[src/rtl/z16_instr_loader.sv]
// z16_instr_loader
// Receives a byte stream (16-bit word count N, low byte first, then N words,
// each low byte first) and writes the words into instruction memory at
// consecutive even byte addresses. The CPU core is held in reset while a load
// is running or after a rejected load.
//
// Ports:
//   i_clk, i_rst_n        clock, asynchronous active-low reset
//   i_start               begin a new load (honoured in IDLE, DONE, ERR)
//   i_byte, i_byte_valid  input byte stream, transfers when o_byte_ready=1
//   o_byte_ready          loader accepts a byte this cycle
//   o_we/o_waddr/o_wdata  one-cycle write strobe, byte address, data word
//   o_busy                load in progress
//   o_done                last load completed
//   o_error               last load rejected (N==0 or N>MEM_WORDS)
//   o_cpu_rst_n           active-low CPU hold, low while loading or in error
// All outputs are driven straight from flops.
module z16_instr_loader #(
  parameter int MEM_WORDS = 1024
) (
  input  logic        i_clk,
  input  logic        i_rst_n,
  input  logic        i_start,
  input  logic [7:0]  i_byte,
  input  logic        i_byte_valid,
  output logic        o_byte_ready,
  output logic        o_we,
  output logic [15:0] o_waddr,
  output logic [15:0] o_wdata,
  output logic        o_busy,
  output logic        o_done,
  output logic        o_error,
  output logic        o_cpu_rst_n
);

  typedef enum logic [2:0] {
    IDLE   = 3'd0,
    LEN_LO = 3'd1,
    LEN_HI = 3'd2,
    DAT_LO = 3'd3,
    DAT_HI = 3'd4,
    DONE   = 3'd5,
    ERR    = 3'd6
  } state_t;

  // Capacity widened to 17 bits so the length check cannot wrap.
  localparam logic [16:0] MEM_WORDS_W = 17'(MEM_WORDS);

  state_t      state_r, state_s;
  logic [7:0]  len_lo_r, len_lo_s;
  logic [15:0] len_r, len_s;
  logic [7:0]  dat_lo_r, dat_lo_s;
  logic [15:0] index_r, index_s;

  logic        byte_ready_r, byte_ready_s;
  logic        we_r, we_s;
  logic [15:0] waddr_r, waddr_s;
  logic [15:0] wdata_r, wdata_s;
  logic        busy_r, busy_s;
  logic        done_r, done_s;
  logic        error_r, error_s;
  logic        cpu_rst_n_r, cpu_rst_n_s;

  logic        xfer_s;
  logic [15:0] len_word_s;
  logic [16:0] index_inc_s;

  // byte_ready_r mirrors the current state, so it qualifies the handshake.
  assign xfer_s      = i_byte_valid & byte_ready_r;
  assign len_word_s  = {i_byte, len_lo_r};
  assign index_inc_s = {1'b0, index_r} + 17'd1;

  // Next-state and datapath decode
  always_comb begin
    state_s  = state_r;
    len_lo_s = len_lo_r;
    len_s    = len_r;
    dat_lo_s = dat_lo_r;
    index_s  = index_r;
    we_s     = 1'b0;
    waddr_s  = waddr_r;
    wdata_s  = wdata_r;
    case (state_r)
      IDLE, DONE, ERR: begin
        if (i_start) begin
          state_s = LEN_LO;
          index_s = 16'd0;
        end else begin
          state_s = state_r;
        end
      end
      LEN_LO: begin
        if (xfer_s) begin
          len_lo_s = i_byte;
          state_s  = LEN_HI;
        end else begin
          state_s  = LEN_LO;
        end
      end
      LEN_HI: begin
        if (xfer_s) begin
          len_s = len_word_s;
          if ((len_word_s == 16'd0) || ({1'b0, len_word_s} > MEM_WORDS_W)) begin
            state_s = ERR;
          end else begin
            state_s = DAT_LO;
          end
        end else begin
          state_s = LEN_HI;
        end
      end
      DAT_LO: begin
        if (xfer_s) begin
          dat_lo_s = i_byte;
          state_s  = DAT_HI;
        end else begin
          state_s  = DAT_LO;
        end
      end
      DAT_HI: begin
        if (xfer_s) begin
          // Word is complete: strobe it next cycle at byte address 2*index.
          we_s    = 1'b1;
          waddr_s = {index_r[14:0], 1'b0};
          wdata_s = {i_byte, dat_lo_r};
          index_s = index_inc_s[15:0];
          if (index_inc_s < {1'b0, len_r}) begin
            state_s = DAT_LO;
          end else begin
            state_s = DONE;
          end
        end else begin
          state_s = DAT_HI;
        end
      end
      default: begin
        state_s = IDLE;
      end
    endcase
  end

  // Status outputs decoded from the next state so they land in flops
  // aligned with the state they describe.
  always_comb begin
    byte_ready_s = 1'b0;
    busy_s       = 1'b0;
    done_s       = 1'b0;
    error_s      = 1'b0;
    cpu_rst_n_s  = 1'b1;
    case (state_s)
      LEN_LO, LEN_HI, DAT_LO, DAT_HI: begin
        byte_ready_s = 1'b1;
        busy_s       = 1'b1;
        cpu_rst_n_s  = 1'b0;
      end
      DONE: begin
        done_s = 1'b1;
      end
      ERR: begin
        error_s     = 1'b1;
        cpu_rst_n_s = 1'b0;
      end
      default: begin
        cpu_rst_n_s = 1'b1;
      end
    endcase
  end

  // State, datapath and output registers
  always_ff @(posedge i_clk or negedge i_rst_n) begin
    if (!i_rst_n) begin
      state_r      <= IDLE;
      len_lo_r     <= 8'd0;
      len_r        <= 16'd0;
      dat_lo_r     <= 8'd0;
      index_r      <= 16'd0;
      byte_ready_r <= 1'b0;
      we_r         <= 1'b0;
      waddr_r      <= 16'd0;
      wdata_r      <= 16'd0;
      busy_r       <= 1'b0;
      done_r       <= 1'b0;
      error_r      <= 1'b0;
      cpu_rst_n_r  <= 1'b1;
    end else begin
      state_r      <= state_s;
      len_lo_r     <= len_lo_s;
      len_r        <= len_s;
      dat_lo_r     <= dat_lo_s;
      index_r      <= index_s;
      byte_ready_r <= byte_ready_s;
      we_r         <= we_s;
      waddr_r      <= waddr_s;
      wdata_r      <= wdata_s;
      busy_r       <= busy_s;
      done_r       <= done_s;
      error_r      <= error_s;
      cpu_rst_n_r  <= cpu_rst_n_s;
    end
  end

  assign o_byte_ready = byte_ready_r;
  assign o_we         = we_r;
  assign o_waddr      = waddr_r;
  assign o_wdata      = wdata_r;
  assign o_busy       = busy_r;
  assign o_done       = done_r;
  assign o_error      = error_r;
  assign o_cpu_rst_n  = cpu_rst_n_r;

endmodule

[config.mk]
export PLATFORM = sky130hd
export DESIGN_NAME = z16_instr_loader
export DESIGN_NICKNAME = d
export VERILOG_FILES = /design/src/rtl/z16_instr_loader.sv
export SDC_FILE = /design/constraint.sdc
export NUM_CORES = 1
export LEC_CHECK = 0
export CAP_MARGIN = 20
export CORE_ASPECT_RATIO = 0.75
export CORE_MARGIN = 10
export CORE_UTILIZATION = 25
export DETAILED_ROUTE_END_ITERATION = 8
export PLACE_DENSITY = 0.45
export SETUP_SLACK_MARGIN = 0.3
export SYNTH_ARGS = -nofsm -noshare
export SYNTH_HDL_FRONTEND = slang
export SYNTH_SLANG_ARGS = --single-unit
[constraint.sdc]
create_clock -name i_clk -period 7.6 [get_ports i_clk]
set_input_delay 1.14 -clock i_clk [delete_from_list [all_inputs] [get_ports i_clk]]
set_output_delay 1.14 -clock i_clk [all_outputs]
set_load 0.02 [all_outputs]
* Word level (Yosys, flattened, before mapping)
Index checks and enable logic that the tools add are counted.
** Word-level totals
- Logic and storage cells :: 59
- Input port bits :: 12
- Output and inout bits :: 38
- Flip-flop bits (word level) :: 87
** Cells by class
- Order comparisons :: 2
- Equality and inequality tests :: 14
- $add $sub $neg :: 1
- Bitwise logic cells :: 1
- Reduce and logical (&&, ||, !) cells :: 12
- Muxes and demuxes :: 17
** Operator list (number)
- two-way mux 16 bit :: 2
- case mux 16 bit (2 select lines) :: 1
- == test 3 bit, second input constant :: 6
- two-way mux 3 bit :: 6
- adder 16 x 1 -> 17 bit, second input constant :: 1
- less-than comparator 17 x 16 -> 1 bit :: 1
- > comparator 16 x 11 -> 1 bit, second input constant :: 1
- zero test 16 bit :: 1
- case mux 3 bit (5 select lines) :: 1
- == test 3 x 2 -> 1 bit, second input constant :: 4
- AND reduction 2 bit :: 4
- == test 3 x 1 -> 1 bit, second input constant :: 2
- two-way mux 1 bit :: 6
- OR reduction 5 bit :: 1
- inequality test 2 bit, second input constant :: 2
- OR reduction 4 bit :: 1
- zero test 3 bit :: 1
- AND reduction 3 bit :: 1
- OR reduction 3 bit :: 1
- two-way mux 2 bit :: 1
- nonzero test 2 bit :: 1
- AND 1 bit :: 1
- logical OR 1 bit :: 1

* Longest topological paths before layout
- Depth in word-level cells :: 8
- Depth in mapped cells :: 13
- Depth with buffers taken out :: 13

* Worst setup path before layout
No wires, ideal clock.
- Kind :: reg-to-reg
- Start point :: register index_r[0]
- End point :: register done_r (netlist: o_done)
- Slack :: 4.646 ns
- Required time :: 7.468 ns
- Buffers on the path :: 0
- Stages on the path, launching flop included :: 14
- Period minus slack after synthesis :: 2.954 ns
- Arrival :: 2.822 ns
- Library setup time :: 0.132 ns
- Path through :: dfrtp_1 ha_1 nand3_2 or3_4 nor2_8 nand3_2 xnor2_1 ha_1 a21oi_1 o21ai_0 a2111oi_0 a21oi_1 o21ai_1 o21ai_0
** Between the ends
- Longest elaborated chain between the ends :: 7
** Ends and longest elaborated chain
- start, declared :: RTL line 53 : logic [15:0] index_r, index_s;
- start signal, assigned :: RTL line 190 : index_r <= index_s;
- adder 16 x 1 -> 17 bit :: RTL line 71 : assign index_inc_s = {1'b0, index_r} + 17'd1;
- less-than comparator 17 x 16 -> 1 bit :: RTL line 127 : if (index_inc_s < {1'b0, len_r}) begin
- two-way mux 3 bit :: RTL line 127
- two-way mux 3 bit :: RTL line 121 : if (xfer_s) begin
- case mux 3 bit (5 select lines) :: RTL line 83 : case (state_r)
- == test 3 bit :: RTL line 150 : case (state_s)
- two-way mux 1 bit :: RTL line 150
- via done_s :: RTL line 60 : logic done_r, done_s;
- end signal, assigned :: RTL line 196 : done_r <= done_s;
- end, declared :: RTL line 60
The timed path passes the listed nets, and every way through them passes these cells.
A chain may end at the register's enable or synchronous reset.

* Final worst setup path
- Start point :: input port i_byte_valid
- End point :: register index_r[4]
** Between the ends
- Longest elaborated chain between the ends :: 3
** Ends and longest elaborated chain
- start, declared :: RTL line 25 : input logic i_byte_valid,
- AND 1 bit :: RTL line 69 : assign xfer_s = i_byte_valid & byte_ready_r;
- inequality test 2 bit (no line)
- AND reduction 3 bit (no line)
No other way between the ends.

==> out/results.tsv <==
stage	metric	value	unit
outcome	outcome	complete, no violations	
drt	post-DR wirelength/cell	14.7	um
drt	Residual DRC	0	
synth	Async SR Flop Fraction	100	%
layout	sequential cell area	2180	sq um
synth	synthesized area	4240	sq um
pwr	sequential share of power	42.6	%
global_route	number of global-route vias before repair	3180	
setup_path	Data arrival, critical path	3.81	ns
drt	final wirelength	10200	um
layout	Final Net Count	502	
setup_path	number of cells on the worst reg-to-reg path	13	
synth	dominant synthesized flop cell	dfrtp_1	
synth	Syn Inst Count	433	
pwr	switching share of power	34.2	%
die	die width	170	um
clock_tree	Reg clk slew, reported paths	0.06	ns
hold_path	Hold Path Class	reg -> reg	
synth	number of synthesized flops with an enable pin	0	
setup_path	FF-to-FF setup slack	4.13	ns
die	Rows	41	
layout	commonest non-fill, non-tap cell in the layout	nand2_1	
drt	1st-pass router iterations	4	
clock_tree	clock buffer depth	2	
global_route	pin count of the biggest net entering global routing	76	
clock_tree	# resized after CTS	0	
clock_tree	clk_lat worst skew	0.34	ns
timing	count of final setup violators	0	
layout	Multi-input gate area	1870	sq um
pwr	Leak	2.43	nW
die	Placeable Area	16700	sq um
clock_tree	number of post-CTS setup repair buffers	0	
global_route	initial antenna violation count	0	
layout	Ant. Diodes	0	
timing	Hold Vio Cnt, Final	0	
timing	fmax	0.281	GHz
drt	Antenna Violating Nets Remaining	0	
setup_path	CP Class	in -> reg	
timing	Final Skew	0.00628	ns
hold_path	Hold Crit Depth	2	
setup_path	Critical Path Slowest Stage Cell	a21oi_2	
layout	utilization after layout	31.0	%
timing	relative slew slack	39.1	%
place	Inst Count DP	677	
layout	Fillers	1730	
setup_path	Worst R2R End	o_done$_DFF_PN0_	
drt	vias	3083	
synth	Syn Area/Cell	9.79	sq um
global_route	grt ovf	0	
pwr	VDD IR-drop max	103	uV
timing	period utilization	46.8	%
pwr	PD cells	319	nW/um^2
pwr	Pint	1.09	mW
setup_path	crit-path cells	clkdlybuf4s50_1 -> nand3_2 -> buf_4 -> inv_1 -> a21oi_2 -> o21ai_0 -> o31ai_1	
die	Die Area	22600	sq um
clock_tree	CTS tree	done	
pwr	Clk network pwr share	24.7	%
place	port bufs	48	
timing	unrepaired setup endpoints after global routing	false	
pwr	Combinational Power Share	32.8	%
layout	share of layout cells above drive strength 1	11.1	%
layout	Area growth syn-to-layout	22.2	%
drt	via/cell ratio	4.44	
timing	Worst-Margin Slew	0.909	ns
setup_path	Worst setup SP type	primary input	
die	Top Ports	50	
timing	Final TNS setup	0	ns
clock_tree	Num CTS Buffers	9	
setup_path	Worst Path Max Fanout	45	
job	MaxCap Viol Count	0	
synth	Syn Nets	461	
clock_tree	CTS Hold Buffers Added	0	
hold_path	Hold Path Origin	dat_lo_r[0]$_DFFE_PN0P_	
timing	Final min period	3.56	ns
drt	First DRT Iteration DRCs	181	
setup_path	slowest stage delay, CP	0.75	ns
global_route	total track usage	9.44	%
setup_path	CP Capture Type	flip-flop	
die	die span in y	133	um
synth	YS warnings	0	
setup_path	crit-path leading delay family	buffers and inverters	
setup_path	Worst Path Required	7.85	ns
place	Post-DP HPWL	7080	um
setup_path	r2r startpoint	index_r[0]$_DFFE_PN0P_	
pwr	Switch Pwr	0.565	mW
timing	max-slew violations	0	
clock_tree	clk root buf	clkbuf_16	
hold_path	Worst Hold End	o_wdata[0]$_DFFE_PN0P_	
synth	synth unique cells	59	
place	RePlAce Congestion	0.753	
synth	sequential area share after synthesis	51.4	%
clock_tree	Clock Sinks	87	
layout	final cell count without fillers	694	
synth	Yosys reg bits	87	
global_route	global-route wire length before repair	16900	um
setup_path	Buf/Inv on CP	3	
die	Initial Util	25.4	%
clock_tree	H-tree Lvls	3	
layout	most frequent cells in the layout	nand2_1 (128), dfrtp_1 (86), clkdlybuf4s50_1 (47), o21ai_0 (32)	
cell type report:
class,count,area share (%)
Clock buffer,13,4.83
Clock inverter,3,0.362
Inverter,17,1.23
Multi-Input combinational cell,306,36.0
Sequential cell,87,42.0
Tap cell,215,5.19
Timing Repair Buffer,53,10.3
power groups by stage:
stage | Clock [mW] | Sequential (mW) | Combinational, mW
final | 0.408 | 0.705 | 0.542
after global routing | 0.444 | 0.728 | 0.607
after CTS | 0.424 | 0.707 | 0.551
after detailed placement | 0 | 0.715 | 0.547
after global placement | 0 | 0.712 | 0.542
after floorplan | 0 | 0.742 | 0.310
worst min-delay path: stages, from the launching register on:
cell and delay [ns]:
dfrtp_1 0.34, nand2_1 0.05, nand2_1 0.05
cells by family (layout without fill, tap and decap cells):
logic type               after synthesis  after routing  synth area share (%)
adder cells (fa/ha/maj)               16             16                  4.72
other                                  1              1                0.0884
XOR/XNOR                              16             16                  3.48
AND/OR/NAND/NOR                      183            183                  20.0
multiplexers                          18             18                  4.75
buffers and inverters                 40             86                  4.72
AO/OA/AOI/OAI                         72             72                  10.9
flip-flops                            87             87                  51.4
flip-flops by register name (all words and copies together) (netlist names):
name	count
index_r	16
o_cpu_rst_n	1
state_r	3
o_done	1
o_we	1
len_lo_r	8
o_error	1
dat_lo_r	8
o_waddr	15
len_r	16
o_busy	1
o_wdata	16
routing by layer:
metal	routed length (um)	up-vias	GRT usage [%]
met1	5040	1507	12.2
met5	0	-	0
li1	-	1531	-
met2	4620	39	14.7
met4	88	0	2.33
met3	441	6	3.24
worst max path at each step:
stage / depth (start not counted) / slack, ns / end / start
6_report: 7 / 4.04 / index_r[4]$_DFFE_PN0P_ / i_byte_valid
5_1_grt: 7 / 3.70 / index_r[4]$_DFFE_PN0P_ / i_byte_valid
4_1_cts: 7 / 3.98 / index_r[4]$_DFFE_PN0P_ / i_byte_valid
3_5_place_dp: 7 / 3.64 / index_r[4]$_DFFE_PN0P_ / i_byte_valid
3_3_place_gp: 7 / 3.74 / index_r[4]$_DFFE_PN0P_ / i_byte_valid
2_1_floorplan: 13 / 4.65 / o_done$_DFF_PN0_ / index_r[0]$_DFFE_PN0P_
synthesized netlist by cell type, types with 2 or more instances:
cell | instances | area share, %
a211oi_1 | 2 | 0.35
a21o_1 | 6 | 1.1
a21oi_1 | 5 | 0.59
a22o_1 | 5 | 1.0
and3_1 | 3 | 0.44
and4_1 | 2 | 0.41
buf_2 | 8 | 0.94
buf_4 | 4 | 0.71
clkbuf_1 | 8 | 0.71
dfrtp_1 | 86 | 51
ha_1 | 16 | 4.7
inv_1 | 17 | 1.5
mux2_2 | 17 | 4.5
nand2_1 | 128 | 11
nand3_1 | 6 | 0.71
nand3_2 | 3 | 0.71
nand3b_1 | 2 | 0.35
nand4_1 | 3 | 0.44
nor2_1 | 16 | 1.4
nor2_4 | 2 | 0.53
nor2b_1 | 3 | 0.44
nor3_1 | 2 | 0.24
nor4_1 | 2 | 0.30
o211ai_1 | 2 | 0.35
o21ai_0 | 32 | 3.8
o21ai_1 | 3 | 0.35
o22ai_1 | 2 | 0.30
o31ai_1 | 4 | 0.71
xnor2_1 | 7 | 1.4
xor2_1 | 8 | 1.7
per-stage QoR:
stage	hold WS [ns]	total power, mW	worst slack [ns]	area, sq um
floorplan	0.433	1.05	4.65	4240
global placement	0.457	1.25	3.74	4890
detailed placement	0.462	1.26	3.64	4890
CTS	0.477	1.68	3.98	5150
global route	0.485	1.78	3.70	5180
finish	0.470	1.66	4.04	5180
(Power assumes the default switching activity.)
